<file path="src/rtl/alu_op_sequencer.sv">
// Command-queue controller for the Select ALU: buffers {sel,a,b,chain} ops in a FIFO,
// issues them one at a time, captures each result and returns it over valid/ready.
module alu_op_sequencer #(
    parameter int unsigned DEPTH = 4,
    parameter int unsigned W     = 8,
    parameter int unsigned SELW  = 4,
    parameter int unsigned CNTW  = 8
) (
    input  logic            clk,
    input  logic            reset,
    input  logic            cmd_valid,
    output logic            cmd_ready,
    input  logic [SELW-1:0] cmd_sel,
    input  logic [W-1:0]    cmd_a,
    input  logic [W-1:0]    cmd_b,
    input  logic            cmd_chain,
    output logic [SELW-1:0] alu_sel,
    output logic [W-1:0]    alu_a,
    output logic [W-1:0]    alu_b,
    input  logic [W-1:0]    alu_x,
    output logic            res_valid,
    input  logic            res_ready,
    output logic [W-1:0]    res_data,
    output logic [SELW-1:0] res_sel,
    output logic            busy,
    output logic [CNTW-1:0] op_count
);

    localparam int unsigned AW = $clog2(DEPTH);
    localparam int unsigned PW = AW + 1;

    typedef enum logic [1:0] {
        IDLE  = 2'd0,
        ISSUE = 2'd1,
        HOLD  = 2'd2
    } state_e;

    state_e state_q, state_d;

    logic [SELW-1:0] sel_mem_q   [DEPTH];
    logic [W-1:0]    a_mem_q     [DEPTH];
    logic [W-1:0]    b_mem_q     [DEPTH];
    logic            chain_mem_q [DEPTH];

    logic [PW-1:0]   wr_ptr_q, wr_ptr_d;
    logic [PW-1:0]   rd_ptr_q, rd_ptr_d;

    logic [SELW-1:0] alu_sel_q, alu_sel_d;
    logic [W-1:0]    alu_a_q, alu_a_d;
    logic [W-1:0]    alu_b_q, alu_b_d;
    logic            res_valid_q, res_valid_d;
    logic [W-1:0]    res_data_q, res_data_d;
    logic [SELW-1:0] res_sel_q, res_sel_d;
    logic [W-1:0]    last_q, last_d;
    logic [CNTW-1:0] cnt_q, cnt_d;

    logic empty, full, push, pop;

    // Pointers carry one extra wrap bit so full and empty are distinguishable.
    assign empty = (wr_ptr_q == rd_ptr_q);
    assign full  = (wr_ptr_q[AW] != rd_ptr_q[AW]) &&
                   (wr_ptr_q[AW-1:0] == rd_ptr_q[AW-1:0]);
    assign push  = cmd_valid && !full;

    // Next-state, pop decision and datapath updates.
    always_comb begin
        state_d     = state_q;
        pop         = 1'b0;
        alu_sel_d   = alu_sel_q;
        alu_a_d     = alu_a_q;
        alu_b_d     = alu_b_q;
        res_valid_d = res_valid_q;
        res_data_d  = res_data_q;
        res_sel_d   = res_sel_q;
        last_d      = last_q;
        cnt_d       = cnt_q;

        case (state_q)
            IDLE: begin
                if (!empty) begin
                    pop     = 1'b1;
                    state_d = ISSUE;
                end
            end
            ISSUE: begin
                res_data_d  = alu_x;
                last_d      = alu_x;
                res_sel_d   = alu_sel_q;
                res_valid_d = 1'b1;
                state_d     = HOLD;
            end
            HOLD: begin
                if (res_ready) begin
                    res_valid_d = 1'b0;
                    cnt_d       = cnt_q + CNTW'(1);
                    if (!empty) begin
                        pop     = 1'b1;
                        state_d = ISSUE;
                    end else begin
                        state_d = IDLE;
                    end
                end
            end
            default: state_d = IDLE;
        endcase

        // last_q already holds the result being handed off when popping from HOLD.
        if (pop) begin
            alu_sel_d = sel_mem_q[rd_ptr_q[AW-1:0]];
            alu_a_d   = chain_mem_q[rd_ptr_q[AW-1:0]] ? last_q : a_mem_q[rd_ptr_q[AW-1:0]];
            alu_b_d   = b_mem_q[rd_ptr_q[AW-1:0]];
        end

        wr_ptr_d = wr_ptr_q + PW'(push);
        rd_ptr_d = rd_ptr_q + PW'(pop);
    end

    always_ff @(posedge clk or posedge reset) begin
        if (reset) begin
            state_q     <= IDLE;
            wr_ptr_q    <= '0;
            rd_ptr_q    <= '0;
            alu_sel_q   <= '0;
            alu_a_q     <= '0;
            alu_b_q     <= '0;
            res_valid_q <= 1'b0;
            res_data_q  <= '0;
            res_sel_q   <= '0;
            last_q      <= '0;
            cnt_q       <= '0;
        end else begin
            state_q     <= state_d;
            wr_ptr_q    <= wr_ptr_d;
            rd_ptr_q    <= rd_ptr_d;
            alu_sel_q   <= alu_sel_d;
            alu_a_q     <= alu_a_d;
            alu_b_q     <= alu_b_d;
            res_valid_q <= res_valid_d;
            res_data_q  <= res_data_d;
            res_sel_q   <= res_sel_d;
            last_q      <= last_d;
            cnt_q       <= cnt_d;
        end
    end

    // Storage needs no reset: entries are only read between push and pop.
    always_ff @(posedge clk) begin
        if (push) begin
            sel_mem_q[wr_ptr_q[AW-1:0]]   <= cmd_sel;
            a_mem_q[wr_ptr_q[AW-1:0]]     <= cmd_a;
            b_mem_q[wr_ptr_q[AW-1:0]]     <= cmd_b;
            chain_mem_q[wr_ptr_q[AW-1:0]] <= cmd_chain;
        end
    end

    assign cmd_ready = !full;
    assign busy      = (state_q != IDLE) || !empty;
    assign alu_sel   = alu_sel_q;
    assign alu_a     = alu_a_q;
    assign alu_b     = alu_b_q;
    assign res_valid = res_valid_q;
    assign res_data  = res_data_q;
    assign res_sel   = res_sel_q;
    assign op_count  = cnt_q;

endmodule
</file>
<file path="config.mk">
export PLATFORM = sky130hd
export DESIGN_NAME = alu_op_sequencer
export DESIGN_NICKNAME = d
export VERILOG_FILES = /design/src/rtl/alu_op_sequencer.sv
export SDC_FILE = /design/constraint.sdc
export NUM_CORES = 1
export LEC_CHECK = 0
export ABC_AREA = 1
export CAP_MARGIN = 10
export CORE_MARGIN = 1.5
export CORE_UTILIZATION = 30
export DETAILED_ROUTE_END_ITERATION = 8
export PLACE_DENSITY_LB_ADDON = 0.15
export RECOVER_POWER = 25
export REMOVE_ABC_BUFFERS = 1
export SLEW_MARGIN = 20
export SYNTH_ARGS = -nofsm -noshare
export SYNTH_HDL_FRONTEND = slang
export SYNTH_SLANG_ARGS = --single-unit
</file>
<file path="constraint.sdc">
create_clock -name clk -period 2.7 [get_ports clk]
set_input_delay 0.54 -clock clk [delete_from_list [all_inputs] [get_ports clk]]
set_output_delay 0.54 -clock clk [all_outputs]
set_load 0.005 [all_outputs]
</file>
-- After elaboration in Yosys (flattened, before gate mapping)
Memory sizes are Yosys's and may differ from the RTL's. A register that Yosys moved wholly into a read port is not among the register bits.
Cells that the tools add are included.
W data, S select, Z words.
- add/subtract/negate cells: 3
- equal/unequal tests: 7
- multiplexer cells: 12
- reductions and logical operators: 11
- operator list (kind ; number):
    $add A8 B1 Y8 const B ; 1
    $mux W8 ; 1
    $add A3 B1 Y3 ; 2
    $mux W1 ; 6
    $pmux W2 S3 ; 1
    $reduce_and A2 Y1 ; 3
    $mux W2 ; 2
    $ne A2 B2 Y1 const B ; 2
    $pmux W1 S2 ; 2
    $reduce_bool A2 Y1 ; 2
    $eq A3 B3 Y1 ; 1
    $eq A2 B1 Y1 const B ; 1
    $eq A2 B2 Y1 ; 1
    $eq A2 B2 Y1 const B ; 1
    $logic_and A1 B1 Y1 ; 2
    $logic_not A1 Y1 ; 2
    $logic_not A2 Y1 ; 1
    $logic_or A1 B1 Y1 ; 1
    $ne A1 B1 Y1 ; 1
- register bits after elaboration: 37
- RAM bits: 84
- bits of input ports: 33
- output and inout port bits: 43
- word-level logic and storage cells: 45
- memories: 4
- memory list (memory ; words ; bits a word ; rd ports ; clocked after memory_dff ; wr ports ; RTL line ; RTL):
    a_mem_q ; 4 ; 8 ; 1 ; 0 ; 1 ; 41 ; logic [W-1:0] a_mem_q [DEPTH];
    b_mem_q ; 4 ; 8 ; 1 ; 1 ; 1 ; 42 ; logic [W-1:0] b_mem_q [DEPTH];
    sel_mem_q ; 4 ; 4 ; 1 ; 1 ; 1 ; 40 ; logic [SELW-1:0] sel_mem_q [DEPTH];
    chain_mem_q ; 4 ; 1 ; 1 ; 0 ; 1 ; 43 ; logic chain_mem_q [DEPTH];

-- Logic depth before layout (Yosys ltp)
Gate-level depths: netlist of run 1.
- depth after elaboration: 6
- mapped depth: 11

-- Worst setup path before layout of run 1
OpenSTA, ideal clock, no wires.
- kind: register to register
- start point: register rd_ptr_q[0]
- end point: memory a_mem_q[0][0] (enable)
- setup time: 399 ps
- arrival: 1866 ps
- required time: 2301 ps
- setup slack: 435 ps
- stages on the path, launching flop included: 9
- buffers on the path: 1
- period minus slack after synthesis: 2265 ps
- path through: dfrtp_1 -> buf_6 -> inv_2 -> nand2_1 -> nand2_1 -> and2_1 -> nand3_2 -> nand2_1 -> nor2_1
- word-level cells in the longest chain between the ends: 6
- ends and longest elaborated chain (what ; RTL line ; RTL):
    start: declaration ; 46 ; logic [PW-1:0] rd_ptr_q, rd_ptr_d;
    start signal: assignment ; 134 ; rd_ptr_q <= rd_ptr_d;
    $eq A2 B2 Y1 ; 62 ; (wr_ptr_q[AW-1:0] == rd_ptr_q[AW-1:0]);
    $logic_and A1 B1 Y1 ; 61 ; assign full = (wr_ptr_q[AW] != rd_ptr_q[AW]) &&
    $logic_not A1 Y1 ; n/a ;
    via cmd_ready ; 12 ; output logic cmd_ready,
    $logic_and A1 B1 Y1 ; 63 ; assign push = cmd_valid && !full;
    $mux W1 ; 148 ; if (push) begin
    $mux W1 (implied by the code) ; 150 ; a_mem_q[wr_ptr_q[AW-1:0]] <= cmd_a;
    end: declaration ; 41 ;
The timed path passes the listed nets, and every way through them passes these cells.

-- Worst setup path after layout of run 1
- start point: register rd_ptr_q[1]
- end point: output port busy
- word-level cells in the longest chain between the ends: 3
- ends and longest elaborated chain (what ; RTL line ; RTL):
    $eq A3 B3 Y1 ; 60 ; assign empty = (wr_ptr_q == rd_ptr_q);
    $logic_not A1 Y1 ; 157 ; assign busy = (state_q != IDLE) || !empty;
    $logic_or A1 B1 Y1 ; 157 ;
    end: declaration ; 25 ; output logic busy,
Every way passes these cells.

==> metrics.yaml, run 1 <==
syn_area_per_cell_um2: 11.1
seq_area_mm2: 0.00375
finalPower_w: 0.00845
critical_path_class: "reg2out"
yosysMostFrequentCell: "nand2_1"
critPathSlowestCell: "clkdlybuf4s50_1"
syn2layout_area_growth_pct: 30.0
synthTopCellsByArea: "edfxtp_1 46%, dfrtp_1 23%, nand2_1 11%, inv_1 3.3%, nand3_1 2.8%"
vias_per_cell: 4.45
r2r_slack_ns: 0.75
totalWireLength_um: 12600
dr.pass1.iters: 6
r2r-end: "b_mem_q[0][2]"
critPathMaxStageDelay_ns: 0.50
track_usage: 0.146
ctsHoldBuffers: 0
wire_per_inst_um: 15.4
dieWidth_um: 137
dp_hpwl_um: 8020
async_flop_share: 0.368
yosysWarnings: 0
synth-edff-count: 84
whs_ns: 0.480
synth_top_area_frac: 0.465
antenna_found_initial: 0
syn-instance-count: 487
clock_path_buffers: 2
cts-root-buf: "clkbuf_16"
cts_resized: 0
clk_pin_slew_ns: 0.06
arrival_ns: 1.88
setup_viol: 0
yosysTopAreaCell: "edfxtp_1"
p_per_area_mw_per_mm2: 1200
start_kind: "flip-flop"
vias: 3630
multi_input_area_mm2: 0.00139
rows: 48
relSlewSlack: 0.453
ys_types: 24
initial_core_util: 0.310
period_share: 0.895
max_freq_mhz: 414
ys_top_cells_by_count: "152 x nand2_1, 84 x edfxtp_1, 49 x dfrtp_1"
numClockSinks: 133
cp_data_required_time_ns: 2.16
hold_path.class: "in2async"
finalHoldViolCount: 0
endpoint_kind: "output port"
yosysSeqAreaShare: 0.691
rsz0062_at_grt: "false"
cpMostUsedCell: "nand2_1"
crit_fanout: 12
fillers: 1649
clkLatencyLatePin_ns: 0.42
grt_max_degree: 43
portBuffers: 75
p_leak_nw: 3.00
ir_worst_vdd_uv: 586
htree_levels: 4
crit-reg2reg-launch: "rd_ptr_q[1]"
grt_overflow_total: 0
antenna_cells: 0
cts_tree: "yes"
cts_buffers: 17
finalClockSkew_ns: 0.00560
die_area_mm2: 0.0189
fp.coreArea_mm2: 0.0175
cap_viol_max_count: 0
die_y_um: 137
r2r_cells: 8
synth_seq_cells: 133
status: "finished clean"
nNetsFinal: 616
ios: 76
finalCriticalPeriod_ns: 2.42
drcViolationCount: 0
crit_chain: "buf_4 -> nand2_1 -> nand2_1 -> and2_1 -> nand4_1 -> clkdlybuf4s50_1"
detail-route-antenna-nets: 0
worst_pin_slew_ns: 0.819
place.gp.congestion: 0.704
layout-drive-gt1-share: 0.117
grt_pass1_vias: 3721
cts_setup_buffers: 0
ys.flop_type: "edfxtp_1"
grt_pass1_wl_um: 20100
drt-initial-drc-count: 186
slew_viol_final: 0
synth_area_mm2: 0.00543
==> where the power goes <==
| group | leakage, nW | switching (W) | total, W | internal, W |
|---|---|---|---|---|
| clock network | 0.284 | 0.000827 | 0.00226 | 0.00143 |
| logic | 1.35 | 0.00174 | 0.00304 | 0.00129 |
| registers | 1.37 | 0.000323 | 0.00315 | 0.00283 |
==> layout make-up <==
type / count / share of cell area
Multi-Input combinational cell: 285 / 0.196
Clock buffer: 24 / 0.0683
Sequential cell: 133 / 0.532
Inverter: 51 / 0.0271
Tap cell: 225 / 0.0399
Clock inverter: 8 / 0.0142
Timing Repair Buffer: 90 / 0.122
==> state kept, by name, indices dropped and copies added, names as in the netlist, 8 cells and up <==
register   count
last_q         8
alu_a          8
sel_mem_q     16
op_count       8
alu_b          8
b_mem_q       32
a_mem_q       32
==> kinds of logic after synthesis <==
group                      synth area share
AOI/OAI and AO/OA                    0.0378
xor gates and xnor gates            0.00807
adders and majority gates            0.0115
buffers and inverters                0.0558
DFF                                   0.691
muxes                                0.0249
and+or+nand+nor                       0.171
==> worst max-delay path by stage <==
stage / end / depth (start not counted) / start
after floorplan: a_mem_q[0][0] / 7 / rd_ptr_q[0]
after global placement: rd_ptr_q[2] / 8 / res_ready
after detailed placement: rd_ptr_q[2] / 8 / res_ready
after CTS: busy / 6 / rd_ptr_q[1]
after global routing: busy / 6 / rd_ptr_q[1]
final: busy / 6 / rd_ptr_q[1]
==> cell usage in the layout, fill, tap and decap left out <==
cell type / instances
clkinv_2: 3
inv_1: 47
o22ai_1: 12
clkbuf_8: 3
nand2_1: 152
inv_2: 4
clkinv_4: 2
nand3_2: 3
a21oi_1: 1
buf_4: 15
xnor2_1: 3
clkbuf_16: 17
bufinv_16: 2
clkbuf_1: 4
o21ai_0: 25
nor2_2: 4
nand3_1: 30
and2_1: 1
nand2_2: 2
clkinvlp_4: 1
xor2_1: 2
mux2_2: 12
dfrtp_1: 49
nor2_1: 27
ha_1: 5
nor3_2: 1
clkdlybuf4s50_1: 55
nand3b_1: 1
edfxtp_1: 84
nand4_1: 4
dlygate4sd3_1: 20
==> critical path, delay by kind of cell, from the launching register on <==
family                 cells  cell delay [ns]
AND/OR/NAND/NOR            4             0.39
flip-flops                 1             0.39
buffers and inverters      2             0.69
==> routing by layer <==
layer | vias up | part of all wire | GRT usage
li1 | 1793 | - | -
met1 | 1739 | 0.46 | 0.185
met2 | 83 | 0.47 | 0.238
met3 | 15 | 0.050 | 0.0364
met4 | 0 | 0.015 | 0.0632
met5 | - | 0 | 0
==> through the flow <==
| stage | cells | util | cell area (µm²) | setup WS, ns | TNS (ns) |
|---|---|---|---|---|---|
| finish | 816 | 0.403 | 7050 | 0.284 | 0 |
| global route | 816 | 0.403 | 7050 | 0.144 | 0 |
| floorplan | 469 | - | 5320 | -0.505 | -42.45 |
| detailed placement | 784 | 0.370 | 6470 | 0.662 | 0 |
| CTS | 816 | 0.403 | 7050 | 0.253 | 0 |
| global placement | 784 | 0.370 | 6470 | 0.693 | 0 |
No activity file was read; power rests on OpenSTA's default activity.
==> run 2: changes to the inputs <==
SETUP_SLACK_MARGIN = 0.5   (was not set)
clock period = 3 ns   (was 2.7 ns; I/O delays follow)
==> run 2 against run 1 <==
  * Global-route usage increased by 0.46 points
  * Critical path type unchanged
  * Largest power group unchanged
  * Combinational power decreased by 7.2%
  * Routed wire length grew 2.2%
  * Clock skew increased by 0.0045 ns
  * First-iteration DRC count increased by 16%
  * Cell count up 0.12%
  * Register-to-register slack better by 0.30 ns
  * Sequential power down 8.9%
==> metrics.yaml, run 2 (synthesized netlist as in run 1, its figures left out) <==
slew_viol_final: 0
route.met2.wl_um: 6280
grt_overflow_total: 0
layout_commonest_cell: "nand2_1"
start_kind: "flip-flop"
crit_fanout: 3
clkLatencyLatePin_ns: 0.43
antenna_found_initial: 0
critPathMaxStageDelay_ns: 0.40
highest_layer: "met4"
period_share: 0.694
pwr-share-seq: 0.381
grt_max_degree: 43
cts_tree: "yes"
placed_area_mm2: 0.00646
max_freq_mhz: 481
numClockSinks: 133
totalWireLength_um: 12900
final_cell_mix: "152 x nand2_1, 84 x edfxtp_1, 53 x clkdlybuf4s50_1, 48 x dfrtp_1, 46 x inv_1"
crit-reg2reg-launch: "rd_ptr_q[0]"
drt-initial-drc-count: 215
critPathLaunch: "rd_ptr_q[0]"
wl_met1_um: 5710
finalHoldViolCount: 0
critPathSlowestCell: "dfrtp_1"
fillers: 1646
arrival_ns: 1.48
relSlewSlack: 0.530
vias_per_cell: 4.54
die_area_mm2: 0.0189
ir_worst_vdd_uv: 526
clock_path_buffers: 2
hold_path.class: "reg2reg"
ios: 76
endpoint_kind: "output port"
track_usage: 0.151
combPwrFrac: 0.375
wl_met3_um: 694
hp-start: "res_valid"
portBuffers: 75
htree_levels: 4
crit_chain: "buf_12 -> inv_2 -> nand2_1 -> nand2_1 -> and2_4 -> nand4_1 -> dlymetal6s2s_1"
finalCriticalPeriod_ns: 2.08
fin_area_mm2: 0.00707
vias: 3713
p_clk_frac: 0.244
fp.coreArea_mm2: 0.0175
ctsHoldBuffers: 0
cts-root-buf: "clkbuf_16"
cp_top_family: "flip-flops"
cpMostUsedCell: "nand2_1"
critical_path_class: "reg2out"
cp_data_required_time_ns: 2.40
clk_pin_slew_ns: 0.05
p_leak_nw: 3.01
p_int_w: 0.00490
p_switching_w: 0.00263
rows: 48
syn2layout_area_growth_pct: 30.2
status: "finished clean"
tns_ns: 0
nNetsFinal: 617
cap_viol_max_count: 0
dp_hpwl_um: 7960
layout-drive-gt1-share: 0.123
finalClockSkew_ns: 0.0101
initial_core_util: 0.310
detail-route-antenna-nets: 0
die_y_um: 137
dieWidth_um: 137
place.gp.congestion: 0.711
grt_pass1_wl_um: 20600
p_sw_frac: 0.349
wire_per_inst_um: 15.7
antenna_cells: 0
setup_viol: 0
worst_pin_slew_ns: 0.703
crit_buf_inv: 3
p_per_area_mw_per_mm2: 1070
grt_pass1_vias: 3804
drcViolationCount: 0
rsz0062_at_grt: "false"
dr.pass1.iters: 4
cts_buffers: 17
-- run 2: cell count changes in the layout (fill, tap and decap cells not counted), sizes merged, moves of 2 or more --
cell	before	now
dlymetal6s2s	0	2
clkdlybuf4s50	55	53
clkinv	5	9
bufinv	2	0
clkbuf	24	21
-- run 2: tightest hold or removal path, delay by kind of cell (launching register included) --
kind / cells / cell delay [ns]
flops: 1 / 0.34
simple gates: 2 / 0.10
-- run 2: layout make-up --
cell class | instances | area [µm²] | area share
tap | 225 | 282 | 0.0398
sequential | 133 | 3750 | 0.531
clock buffer | 21 | 470 | 0.0666
clock inverter | 11 | 60.1 | 0.00850
timing repair buffer | 91 | 926 | 0.131
inverter | 51 | 191 | 0.0271
multi-input combinational | 285 | 1390 | 0.196
-- run 2: path summary, 6_finish.rpt --
kind	end	slack, ns	cells after the start
worst max-delay path	busy	0.92	7
worst min-delay path	res_valid	0.47	2
worst max register to register	alu_a[1]	1.05	10
worst min register to register	res_valid	0.47	2
max in group asynchronous	rd_ptr_q[1]	1.88	3
min in group asynchronous	alu_a[1]	0.57	2
-- run 2: power by group through the flow --
stage	sequential (W)	combinational [W]	clock, W
floorplan	0.00291	0.00139	0
global placement	0.00289	0.00273	0
detailed placement	0.00290	0.00277	0
CTS	0.00287	0.00288	0.00188
global route	0.00293	0.00319	0.00198
finish	0.00287	0.00282	0.00184
-- run 2: through the flow --
step | total power, W | hold WS (ns) | std cells | util | setup WS, ns
6_report | 0.00753 | 0.470 | 817 | 0.404 | 0.919
5_1_grt | 0.00810 | 0.511 | 817 | 0.404 | 0.789
4_1_cts | 0.00764 | 0.476 | 815 | 0.403 | 0.502
3_5_place_dp | 0.00567 | 0.462 | 781 | 0.370 | 0.869
3_3_place_gp | 0.00562 | 0.458 | 781 | 0.370 | 0.881
2_1_floorplan | 0.00430 | 0.463 | 469 | - | -0.205
-- run 2: what timing repair did --
| action | in CTS | in global routing |
|---|---|---|
| cloned | 1 | 0 |
| setup endpoints to repair | 2 | 2 |
| buffers inserted | 1 | 2 |
| gates resized for setup | 3 | 5 |
| pin swaps | 0 | 0 |
-- run 2: routing by layer --
layer | vias to the layer above | global-route usage
li1 | 1801 | -
met1 | 1808 | 0.183
met2 | 91 | 0.252
met3 | 13 | 0.0486
met4 | 0 | 0.0526
met5 | - | 0
